### src/rtl/led_fx_pkg.sv
// Shared definitions for the LED effect blocks (PISO transmitter, SIPO sinks,
// rate dividers).
//   LED_WIDTH   : default pattern width (one 8-LED shift register)
//   DEFAULT_DIV : default clocks per serial bit
//   led_state_e : IDLE / SHIFT state encoding
//   cnt_width() : counter width for a 0..n-1 count, never narrower than 1 bit
package led_fx_pkg;

    localparam int LED_WIDTH   = 8;
    localparam int DEFAULT_DIV = 4;

    typedef enum logic {
        ST_IDLE  = 1'b0,
        ST_SHIFT = 1'b1
    } led_state_e;

    function automatic int cnt_width(input int n);
        return (n > 1) ? $clog2(n) : 1;
    endfunction

endpackage

### src/rtl/led_tick_div.sv
// Rate divider: counts 0..DIV-1 while enabled and pulses tick_o on the last
// count, then wraps. Used as the bit-period timer and for effect rates.
//   clk      : clock
//   reset    : asynchronous, active-high
//   clear_i  : force the count back to 0 (wins over enable_i)
//   enable_i : advance the count
//   tick_o   : high while enabled and the count is DIV-1
module led_tick_div
    import led_fx_pkg::*;
#(
    parameter int DIV = DEFAULT_DIV
) (
    input  logic clk,
    input  logic reset,
    input  logic clear_i,
    input  logic enable_i,
    output logic tick_o
);

    localparam int CW = cnt_width(DIV);

    logic [CW-1:0] cnt_q, cnt_d;
    logic          at_end;

    // With DIV=1 the count is pinned at 0, so every enabled cycle ticks.
    assign at_end = (cnt_q == CW'(DIV - 1));
    assign tick_o = enable_i && at_end;

    always_comb begin
        cnt_d = cnt_q;
        if (clear_i) begin
            cnt_d = '0;
        end else if (enable_i) begin
            cnt_d = at_end ? '0 : cnt_q + 1'b1;
        end
    end

    always_ff @(posedge clk or posedge reset) begin
        if (reset) begin
            cnt_q <= '0;
        end else begin
            cnt_q <= cnt_d;
        end
    end

endmodule

### src/rtl/led_piso_tx.sv
// Parallel-in serial-out transmitter for LED effect shift registers.
// A word taken through the valid/ready handshake is shifted out one bit per
// DIV clocks; bit_strobe_o marks the clock on which a downstream SIPO samples.
//   clk          : clock
//   reset        : asynchronous, active-high
//   load_valid_i : load_data_i is offered
//   load_ready_o : a word can be accepted this cycle
//   load_data_i  : parallel pattern
//   s_out_o      : serial data (driven from registers only)
//   bit_strobe_o : one-cycle pulse on the last clock of each bit period
//   busy_o       : a word is being shifted
//   done_o       : one-cycle pulse with the final bit_strobe_o of a word
module led_piso_tx
    import led_fx_pkg::*;
#(
    parameter int WIDTH     = LED_WIDTH,
    parameter int DIV       = DEFAULT_DIV,
    parameter bit MSB_FIRST = 1'b1
) (
    input  logic             clk,
    input  logic             reset,
    input  logic             load_valid_i,
    output logic             load_ready_o,
    input  logic [WIDTH-1:0] load_data_i,
    output logic             s_out_o,
    output logic             bit_strobe_o,
    output logic             busy_o,
    output logic             done_o
);

    localparam int CW = cnt_width(WIDTH);

    led_state_e       state_q, state_d;
    logic [WIDTH-1:0] shreg_q, shreg_d;
    logic [CW-1:0]    cnt_q, cnt_d;
    logic             shifting;
    logic             tick;
    logic             last_bit;
    logic             accept;
    logic             out_bit;

    assign shifting = (state_q == ST_SHIFT);
    assign last_bit = (cnt_q == '0);
    assign accept   = load_valid_i && load_ready_o;
    assign out_bit  = MSB_FIRST ? shreg_q[WIDTH-1] : shreg_q[0];

    // Clearing on every accept restarts the bit period for a fresh word; on a
    // gapless handover the divider is wrapping to 0 anyway.
    led_tick_div #(
        .DIV (DIV)
    ) u_tick_div (
        .clk      (clk),
        .reset    (reset),
        .clear_i  (accept),
        .enable_i (shifting),
        .tick_o   (tick)
    );

    assign bit_strobe_o = tick;
    assign done_o       = tick && last_bit;
    // Ready during the final strobe lets the next word follow with no bubble.
    assign load_ready_o = !shifting || done_o;
    assign busy_o       = shifting;
    assign s_out_o      = shifting && out_bit;

    always_comb begin
        state_d = state_q;
        shreg_d = shreg_q;
        cnt_d   = cnt_q;
        case (state_q)
            ST_SHIFT: begin
                if (tick) begin
                    shreg_d = MSB_FIRST ? {shreg_q[WIDTH-2:0], 1'b0}
                                        : {1'b0, shreg_q[WIDTH-1:1]};
                    if (last_bit) begin
                        state_d = ST_IDLE;
                    end else begin
                        cnt_d = cnt_q - 1'b1;
                    end
                end
            end
            default: begin
                state_d = ST_IDLE;
            end
        endcase
        if (accept) begin
            state_d = ST_SHIFT;
            shreg_d = load_data_i;
            cnt_d   = CW'(WIDTH - 1);
        end
    end

    always_ff @(posedge clk or posedge reset) begin
        if (reset) begin
            state_q <= ST_IDLE;
            shreg_q <= '0;
            cnt_q   <= '0;
        end else begin
            state_q <= state_d;
            shreg_q <= shreg_d;
            cnt_q   <= cnt_d;
        end
    end

endmodule
### config.mk
export PLATFORM = sky130hd
export DESIGN_NAME = led_piso_tx
export DESIGN_NICKNAME = d
export VERILOG_FILES = /design/src/rtl/led_fx_pkg.sv /design/src/rtl/led_tick_div.sv /design/src/rtl/led_piso_tx.sv
export SDC_FILE = /design/constraint.sdc
export NUM_CORES = 1
export LEC_CHECK = 0
export CAP_MARGIN = 10
export CORE_ASPECT_RATIO = 1.2
export CORE_MARGIN = 10
export CORE_UTILIZATION = 43
export DETAILED_ROUTE_END_ITERATION = 8
export PLACE_DENSITY = 0.68
export SLEW_MARGIN = 40
export SYNTH_ARGS = -nofsm -noshare
export SYNTH_HDL_FRONTEND = slang
export SYNTH_SLANG_ARGS = --single-unit
### constraint.sdc
create_clock -name clk -period 1.54 [get_ports clk]
set_input_delay 0.308 -clock clk [delete_from_list [all_inputs] [get_ports clk]]
set_output_delay 0.308 -clock clk [all_outputs]
set_load 0.03 [all_outputs]
# Word level (Yosys, flattened, before mapping)
# Cells that the tools add are included.
# Widths: inputs -> output; s select.
dict set report classes {
  addsub 2
  muxes 14
  reduce_logical 11
  n_eq_ne 2
}
# operator n
set op_table {}
lappend op_table {{$mux 8} 3}
lappend op_table {{$mux 3} 4}
lappend op_table {{$mux 2} 3}
lappend op_table {{$logic_and 1x1->1} 4}
lappend op_table {{$mux 1} 4}
lappend op_table {{$reduce_bool 2->1} 2}
lappend op_table {{$logic_not 3->1} 1}
lappend op_table {{$reduce_and 3->1} 1}
lappend op_table {{$sub 3x1->3 const B} 1}
lappend op_table {{$add 2x1->2 const B} 1}
lappend op_table {{$eq 2x2->1 const B} 1}
lappend op_table {{$ne 2x1->1 const B} 1}
lappend op_table {{$reduce_and 2->1} 1}
lappend op_table {{$logic_not 1->1} 1}
lappend op_table {{$logic_or 1x1->1} 1}
dict set report totals {
  out_inout_bits 5
  reg_bits 14
}

# Logic depth before layout (Yosys ltp)
# Gate-level depths: netlist of the first run.
dict set report depth {
  depth_word 7
  depth_mapped 6
  ltp_nobuf 6
}

# Hierarchy
# A second synthesis of the first run with hierarchy kept.
dict set report hier_totals {
  hier_cells 86
  hier_area_um2 877.1
}
# module area_per_inst_um2 cells_per_inst instances
set by_module_without_submodules {}
lappend by_module_without_submodules {led_piso_tx 767.0 76 1}
lappend by_module_without_submodules {led_tick_div 110.1 10 1}

# Worst setup path after synthesis of the first run
# Ideal clock, no wire load.
dict set report synth_path {
  kind {reg2reg}
  start {reg cnt_q[0]}
  end {reg shreg_q[0]}
  slack_ps -13
  stages_incl_launch_ff 7
  n_path_buf 0
  required_ps 1418
  period_less_slack_ps 1553
  t_arrival_ps 1431
  path_cell_list {dfrtp_1 -> inv_1 -> ha_1 -> ha_1 -> nand2_1 -> nand2_1 -> a32o_1}
}
dict set report synth_via {
  elab_chain_len 6
  word_cells_on_any_way 8
  classes_between {mux (1); reduce/logical (7)}
}
# element line_no
set synth_rtl {}
lappend synth_rtl {{start: declaration} led_piso_tx.sv:35} ;# logic [CW-1:0] cnt_q, cnt_d;
lappend synth_rtl {{start signal: assignment} led_piso_tx.sv:101} ;# cnt_q <= cnt_d;
lappend synth_rtl {{$logic_not 3->1 (*)} led_piso_tx.sv:43} ;# assign last_bit = (cnt_q == '0);
lappend synth_rtl {{$logic_and 1x1->1 (*)} led_piso_tx.sv:60} ;# assign done_o = tick && last_bit;
lappend synth_rtl {{$logic_or 1x1->1 (*)} led_piso_tx.sv:62} ;# assign load_ready_o = !shifting || done_o;
lappend synth_rtl {{named net load_ready_o} led_piso_tx.sv:23} ;# output logic load_ready_o,
lappend synth_rtl {{$logic_and 1x1->1 (*)} led_piso_tx.sv:44} ;# assign accept = load_valid_i && load_ready_o;
lappend synth_rtl {{$reduce_bool 2->1 (no source line)} n/a}
lappend synth_rtl {{$reduce_and 2->1 (no source line)} n/a}
lappend synth_rtl {{end signal: assignment} led_piso_tx.sv:100} ;# shreg_q <= shreg_d;
lappend synth_rtl {{end: declaration} led_piso_tx.sv:34} ;# logic [WIDTH-1:0] shreg_q, shreg_d;
# Mark *: on every way through the listed nets, which the timed path passes. The rest lies on a longest branch.
# A chain may end at the register's enable or synchronous reset.

# Worst setup path after layout of the first run
dict set report layout_path {
  start {reg cnt_q[0]}
  end {out done_o}
}
dict set report layout_via {
  elab_chain_len 2
}
# element line_no
set layout_rtl {}
lappend layout_rtl {{$logic_not 3->1} led_piso_tx.sv:43}
lappend layout_rtl {{$logic_and 1x1->1} led_piso_tx.sv:60}
lappend layout_rtl {{end: declaration} led_piso_tx.sv:28} ;# output logic done_o
# No other way between the ends.

==> results of run 1 <==
tightest hold or removal path, cell delays in order:
cell	delay [ps]
clkdlybuf4s50_1	390
inv_1	50
buf_4	210
routing by layer:
| layer | up-vias | GRT usage |
|---|---|---|
| li1 | 355 | - |
| met1 | 342 | 0.124 |
| met2 | 12 | 0.174 |
| met3 | 3 | 0.0370 |
| met4 | 0 | 0.0421 |
| met5 | - | 0 |
flip-flops by register name, indices dropped and copies added (netlist names):
signal            count
shreg_q               8
cnt_q                 3
busy_o                1
u_tick_div.cnt_q      2
cells by family (layout without fill, tap and decap cells):
| kind of cell | Yosys count | count (layout) |
|---|---|---|
| flops | 14 | 14 |
| buf+inv | 9 | 38 |
| fa+ha+maj | 3 | 3 |
| simple gates | 21 | 21 |
| mux | 13 | 13 |
| compound gates | 23 | 23 |
worst max-delay path by stage:
stage                  from      endpoint  slack (ps)  cells past startpoint
2_1_floorplan      cnt_q[0]        done_o          80                      4
3_3_place_gp   load_valid_i    shreg_q[4]         -70                      4
5_1_grt            cnt_q[0]  load_ready_o        -150                      6
6_report           cnt_q[0]        done_o        -110                      5
3_5_place_dp   load_valid_i    shreg_q[4]        -110                      4
4_1_cts            cnt_q[0]        done_o        -140                      5
area by class of cell:
| class | instances | area [sq um] | share of cell area |
|---|---|---|---|
| Inverter | 5 | 18.8 | 0.0160 |
| Clock buffer | 3 | 22.5 | 0.0192 |
| Timing Repair Buffer | 30 | 263 | 0.224 |
| Sequential cell | 14 | 352 | 0.299 |
| Tap cell | 19 | 23.8 | 0.0202 |
| Multi-Input combinational cell | 60 | 495 | 0.422 |
metrics by stage:
stage	area (sq um)	hold WS (ps)	utilization
final	1170	306	0.635
after global routing	1170	312	0.635
after CTS	1120	314	0.603
after detailed placement	1020	488	0.552
after global placement	1020	470	0.552
after floorplan	836	197	-
what timing repair did:
| action | CTS | global route |
|---|---|---|
| setup endpoints to repair | 5 | 13 |
| pin swaps | 1 | 4 |
| buffers inserted | 3 | 6 |
| hold endpoints to repair | 0 | 0 |
| resized for setup | 10 | 5 |
placed cells by master, fill, tap and decap left out, drive strengths merged:
cell / Yosys / routed
clkdlybuf4s50: 0 / 10
o22ai: 8 / 8
nor2b: 1 / 1
and2: 1 / 1
a21oi: 7 / 7
ha: 3 / 3
nand2: 6 / 6
and3: 1 / 1
nand2b: 9 / 9
a22oi: 2 / 2
dlymetal6s2s: 0 / 1
or2b: 1 / 1
a32o: 1 / 1
clkbuf: 0 / 3
mux2: 5 / 5
dfrtp: 14 / 14
mux2i: 8 / 8
nor2: 2 / 2
o21ai: 5 / 5
buf: 4 / 19
inv: 5 / 5
power breakdown:
group / switching, mW / internal, mW
registers: 0.105 / 0.517
logic: 0.399 / 0.471
clock network: 0.126 / 0.0912
==> qor.txt, run 1 <==
Seq/Total Area, Yosys: 0.420
Setup crit end kind: output pin
Critical Path Most Common Cell: ha_4
row count: 17
min Tclk post-route: 1650 ps
failing checks: setup timing
area grow syn2layout: 41.0%
vias: 712
Synth Area in Compound Gates: 0.162
RePlAce Congestion: 0.731
XOR/XNOR Fraction of Synth Area: 0
Post-Synth Simple-Gate Area: 0.147
first-pass GRT wire length: 3390 um
Post-CTS Hold Buffers: 0
fraction of registers with async set/reset: 1.00
initial antenna violation count: 0
Worst Path Required: 1230 ps
worst slew pin tran: 293 ps
metal2 WL: 1030 um
max layer used: met4
placed insts: 120
Syn Area/Cell: 10.0 sq um
FF-to-FF Start: cnt_q[0]
Area contributors post-synth: dfrtp_1, mux2i_1, nand2b_1
fmax: 0.608 GHz
metal3 WL: 96 um
CP peak stage delay: 400 ps
final hold violations: 0
io pins: 16
final worst setup slack: -106 ps
worst r2r dst: shreg_q[0]
drt first-iter violations: 26
worst-path maximum fanout: 3
Final Skew: 1.03 ps
synthesized area: 833 sq um
vias in the first global route: 743
final wirelength: 2010 um
CTS tree: done
yosys warns: 0
WL/cell: 15.4 um
final setup vio count: 2
metal1 wirelength: 848 um
cts bufs inserted: 3
mux share of post-synthesis cell area: 0.168
Starting Density: 0.450
#FFs+latches synth: 14
syn_nets: 97
final-layout fill cell count: 165
leading area contributor after synthesis: dfrtp_1
Total Power: 1.71 mW
Sum Neg Setup Slack: -200 ps
chip width: 60.2 um
die area: 4110 sq um
slowest stage cell on the critical path: dfrtp_1
core footprint: 1850 sq um
non-filler cells, final: 131
clock root buffer: clkbuf_4
synthesized instance count: 83
largest net degree at the start of global routing: 16
# Max-Cap Violations: 0
Clock Tree Buf Depth: 2
main combinational cell family by area after synthesis: multiplexers
Slew HR: 0.804
CP delay by family, top: flip-flops
drt drc: 0
Post-synth top cells: dfrtp_1, mux2i_1, nand2b_1, o22ai_1, a21oi_1
DRT Pass-1 Iters: 4
Buffers & Inverters on Critical Path: 2
CTS HTree Levels: 1
worst slack, placed: -106 ps
CTS sink cnt: 14
CP Class: flip-flop to output pin
clk_lat worst skew: 290 ps
Critical Path, Cell by Cell: inv_2, ha_4, ha_4, and3_4, buf_6
Die H: 68.2 um
share of the synthesized area in the top cell type: 0.420
Post-synth top flop: dfrtp_1
Total GRT Usage: 0.106
reg2reg setup slack: 40 ps
adder-cell area share of the yosys netlist: 0.0450
Final period util: 1.07
layout cells sized above 1: 0.348
crit path DAT: 1340 ps
CTS clk-pin slew, worst paths: 80 ps
Final ANT Viol Nets: 0
hpwl dp: 1370 um
worst reg-to-reg path cell count: 8
worst hold path type: input port to async pin
total congestion overflow: 0
RSZ-0062 raised after global routing: true
EDFF count, synth: 0
count leader, synth: dfrtp_1
ANT cells: 0
Startpoint Class: flip-flop
Nets: 128
Slew Viols, Final: 0
outcome: finished with violations
Yosys cell types: 24
leak pwr: 0.583 nW
peak supply drop: 0.000837 V
PortBufs: 15
PD cells: 1450 nW/um^2
Vias/cell: 5.44
Note: power is estimated with default switching activity, not from simulation.
==> run 2, diff against run 1 <==
==> constraint.sdc (replaced) <==
create_clock -name clk -period 1.62 [get_ports clk]
set_input_delay 0.324 -clock clk [delete_from_list [all_inputs] [get_ports clk]]
set_output_delay 0.324 -clock clk [all_outputs]
set_load 0.03 [all_outputs]
==> qor.txt, run 2 (synthesis gave the netlist of run 1 again) <==
part of the power in the clock network: 0.156
sw frac: 0.357
Final period util: 1.06
Total Power: 1.62 mW
leak pwr: 0.556 nW
CP Class: flip-flop to output pin
FF-to-FF Start: cnt_q[0]
PD cells: 1430 nW/um^2
final setup vio count: 2
hpwl dp: 1400 um
worst r2r dst: shreg_q[4]
worst reg-to-reg path cell count: 7
hold slack: 367 ps
Startpoint Class: flip-flop
final wirelength: 1930 um
Slew Viols, Final: 0
Final ANT Viol Nets: 0
ANT cells: 0
final worst setup slack: -98.2 ps
CTS HTree Levels: 1
Comb pwr share: 0.480
failing checks: setup timing
outcome: finished with violations
fmax: 0.582 GHz
area grow syn2layout: 35.4%
Setup crit end kind: output pin
P_int: 1.04 mW
drt drc: 0
most frequent cells in the layout: buf_4, dfrtp_1, clkdlybuf4s50_1
min Tclk post-route: 1720 ps
CTS sink cnt: 14
initial antenna violation count: 0
die area: 4110 sq um
crit path DAT: 1390 ps
layout cells sized above 1: 0.312
Total GRT Usage: 0.0943
Nets: 124
largest net degree at the start of global routing: 16
vias: 708
# Max-Cap Violations: 0
Slew HR: 0.646
final-layout fill cell count: 163
Post-Route Utilization: 0.610
RSZ-0062 raised after global routing: true
core footprint: 1850 sq um
clock root buffer: clkbuf_4
clk_lat worst skew: 280 ps
chip width: 60.2 um
DRT Pass-1 Iters: 4
Register Area: 352 sq um
total congestion overflow: 0
CTS clk-pin slew, worst paths: 90 ps
Multi-input gate area: 470 sq um
commonest non-fill, non-tap cell in the layout: buf_4
Largest Register: shreg_q
worst hold path type: input port to async pin
Net Sw Power: 577 uW
Clock Tree Buf Depth: 2
RePlAce Congestion: 0.733
Die H: 68.2 um
Starting Density: 0.450
worst-path maximum fanout: 4
io pins: 16
peak supply drop: 0.000873 V
final hold violations: 0
max reg flops: 8
worst slew pin tran: 530 ps
first-pass GRT wire length: 2990 um
reg2reg setup slack: 160 ps
Worst Path Required: 1300 ps
CTS tree: done
Vias/cell: 5.53
WL/cell: 15.1 um
vias in the first global route: 687
cts bufs inserted: 3
Seq pwr share: 0.364
drt first-iter violations: 35
Regs by FF count: shreg_q x8, cnt_q x3, u_tick_div.cnt_q x2
PortBufs: 15
Final Skew: 7.74 ps
row count: 17
[run 2: cell count changes in the layout (fill, tap and decap cells not counted), sizes merged]
cell,before,now
clkbuf,3,4
buf,19,16
dlymetal6s2s,1,0
[run 2: stage by stage]
step | worst slack (ps) | cell area [sq um] | setup TNS (ps) | instances
after floorplan | 67.4 | 833 | 0 | 83
after global placement | -16.7 | 1010 | -46.4 | 119
final | -98.2 | 1130 | -166 | 128
after CTS | -86.0 | 1100 | -149 | 125
after detailed placement | -32.5 | 1010 | -92.7 | 119
after global routing | -140 | 1130 | -259 | 128
[run 2: worst max-delay path: stages, from the launching register on]
cell	delay, ps
dfrtp_1	400
inv_1	60
ha_2	190
ha_4	150
and3_4	190
buf_6	120
[run 2: routing by layer]
metal | vias to the layer above | part of all wire | GRT usage
met5 | - | 0 | 0
met4 | 0 | 0.013 | 0.0421
met3 | 6 | 0.061 | 0.0278
met2 | 19 | 0.51 | 0.157
met1 | 336 | 0.41 | 0.108
li1 | 347 | - | -
[run 2: what timing repair did]
action / in CTS / in global routing
resized for setup: 9 / 2
buffers inserted: 2 / 3
pin swaps: 1 / 1
hold buffers: 0 / 0
endpoints found under the setup margin: 3 / 3
[run 2: area by class of cell]
| class | instances | share of cell area |
|---|---|---|
| well taps | 19 | 0.0211 |
| clock buffers | 4 | 0.0322 |
| multi-input cells | 60 | 0.417 |
| repair buffers | 26 | 0.202 |
| flip-flops and latches | 14 | 0.312 |
| inverters | 5 | 0.0166 |
[run 2: power groups by stage]
| stage | logic, mW | registers (mW) | clock network, mW |
|---|---|---|---|
| 2_1_floorplan | 0.500 | 0.555 | 0 |
| 3_5_place_dp | 0.669 | 0.581 | 0 |
| 4_1_cts | 0.732 | 0.577 | 0.255 |
| 3_3_place_gp | 0.632 | 0.575 | 0 |
| 5_1_grt | 0.853 | 0.611 | 0.274 |
| 6_report | 0.777 | 0.589 | 0.252 |
[run 2: how the worst max path moves through the flow]
| stage | cells after the start | start | endpoint | slack, ps |
|---|---|---|---|---|
| 2_1_floorplan | 6 | cnt_q[0] | shreg_q[0] | 70 |
| 3_3_place_gp | 5 | load_valid_i | shreg_q[7] | -20 |
| 3_5_place_dp | 5 | load_valid_i | shreg_q[1] | -30 |
| 4_1_cts | 5 | cnt_q[0] | done_o | -90 |
| 5_1_grt | 5 | cnt_q[0] | done_o | -140 |
| 6_report | 5 | cnt_q[0] | done_o | -100 |
==> run 3, diff against run 2 <==
--- a/config.mk
+++ b/config.mk
@@ -15,3 +15,4 @@
 export SYNTH_ARGS = -nofsm -noshare
 export SYNTH_HDL_FRONTEND = slang
 export SYNTH_SLANG_ARGS = --single-unit
+export TNS_END_PERCENT = 30
==> qor.txt, run 3 (synthesis gave the netlist of run 1 again) <==
RePlAce Congestion: 0.733
hpwl dp: 1400 um
Slew Viols, Final: 0
vias in the first global route: 687
Starting Density: 0.450
worst-path maximum fanout: 4
GR Util met3: 0.0278
crit path DAT: 1370 ps
PortBufs: 15
cts bufs inserted: 3
chip width: 60.2 um
CTS HTree Levels: 1
DRT Pass-1 Iters: 4
RSZ-0062 raised after global routing: true
Startpoint Class: flip-flop
Nets: 122
met2 Resource Use GR: 0.157
clk_lat worst skew: 280 ps
final hold violations: 0
clock root buffer: clkbuf_4
initial antenna violation count: 0
Die H: 68.2 um
peak supply drop: 0.000873 V
Worst Path Required: 1300 ps
area grow syn2layout: 34.1%
drt drc: 0
# Max-Cap Violations: 0
Vias/cell: 5.48
Setup crit end kind: output pin
worst slack, placed: -32.5 ps
die area: 4110 sq um
Final ANT Viol Nets: 0
Final Skew: 6.94 ps
final setup vio count: 2
final-layout fill cell count: 166
placed insts: 119
hold slack: 369 ps
WL/cell: 14.8 um
CTS sink cnt: 14
Clock Tree Buf Depth: 2
Net Sw Power: 566 uW
sw frac: 0.355
Regs by FF count: shreg_q x8, cnt_q x3, u_tick_div.cnt_q x2
Total Power: 1.60 mW
non-filler cells, final: 126
min Tclk post-route: 1690 ps
CP peak stage delay: 390 ps
max reg flops: 8
io pins: 16
ANT cells: 0
final wirelength: 1870 um
vias: 691
final instance area: 1120 sq um
Top Usage Layer GRT: met2
worst hold path type: input port to async pin
first-pass GRT wire length: 2990 um
worst slew pin tran: 527 ps
CP delay by family, top: flip-flops
Buffers & Inverters on Critical Path: 2
Comb pwr share: 0.476
met1 Resource Use GR: 0.108
failing checks: setup timing
slowest stage cell on the critical path: dfrtp_1
CTS tree: done
Final period util: 1.04
commonest non-fill, non-tap cell in the layout: dfrtp_1
total congestion overflow: 0
largest net degree at the start of global routing: 16
Slew HR: 0.649
layout cells sized above 1: 0.299
P_int: 1.03 mW
row count: 17
DP Area: 1010 sq um
most frequent cells in the layout: dfrtp_1, buf_4, clkdlybuf4s50_1
Seq pwr share: 0.368
final worst setup slack: -72.8 ps
Total GRT Usage: 0.0943
PD cells: 1430 nW/um^2
FF-to-FF Start: cnt_q[0]
Critical Path, Cell by Cell: inv_1, ha_2, ha_4, and3_4, buf_6
part of the power in the clock network: 0.156
worst r2r dst: shreg_q[4]
reg2reg setup slack: 190 ps
leak pwr: 0.546 nW
CTS clk-pin slew, worst paths: 90 ps
Largest Register: shreg_q
drt first-iter violations: 21
fmax: 0.591 GHz
CP Class: flip-flop to output pin
outcome: finished with violations
worst reg-to-reg path cell count: 7
core footprint: 1850 sq um
## run 3: final cells by class
| type | count | area (sq um) | area share |
|---|---|---|---|
| flip-flops and latches | 14 | 352 | 0.315 |
| well taps | 19 | 23.8 | 0.0213 |
| inverters | 5 | 18.8 | 0.0168 |
| multi-input cells | 60 | 470 | 0.421 |
| clock buffers | 4 | 36.3 | 0.0325 |
| repair buffers | 24 | 216 | 0.194 |
## run 3: worst max-delay path by stage
stage | end | depth (start not counted) | start | slack [ps]
2_1_floorplan | shreg_q[0] | 6 | cnt_q[0] | 70
3_3_place_gp | shreg_q[7] | 5 | load_valid_i | -20
3_5_place_dp | shreg_q[1] | 5 | load_valid_i | -30
4_1_cts | done_o | 5 | cnt_q[0] | -90
5_1_grt | done_o | 5 | cnt_q[0] | -140
6_report | done_o | 5 | cnt_q[0] | -70
## run 3: repair_timing
action | 4_1_cts | 5_1_grt
pin swaps | 1 | 1
hold buffers | 0 | 0
buffers inserted | 2 | 1
resized for setup | 9 | 3
setup endpoints to repair | 3 | 3
## run 3: stage by stage
step,utilization,TNS [ps]
floorplan,-,0
global placement,0.546,-46.4
detailed placement,0.546,-92.7
CTS,0.592,-149
global route,0.604,-256
finish,0.604,-115
## run 3: power by group through the flow
stage,Clock (mW),Sequential [mW],Combinational [mW]
final,0.250,0.587,0.760
after global routing,0.274,0.610,0.841
after CTS,0.255,0.577,0.732
after detailed placement,0,0.581,0.669
after global placement,0,0.575,0.632
after floorplan,0,0.555,0.500
## run 3: per-layer routing
layer / routed length [um] / vias to the layer above / share of wire
met4: 21 / 0 / 0.011
li1: - / 345 / -
met1: 763 / 329 / 0.41
met3: 101 / 4 / 0.054
met2: 982 / 13 / 0.53
met5: 0 / - / 0
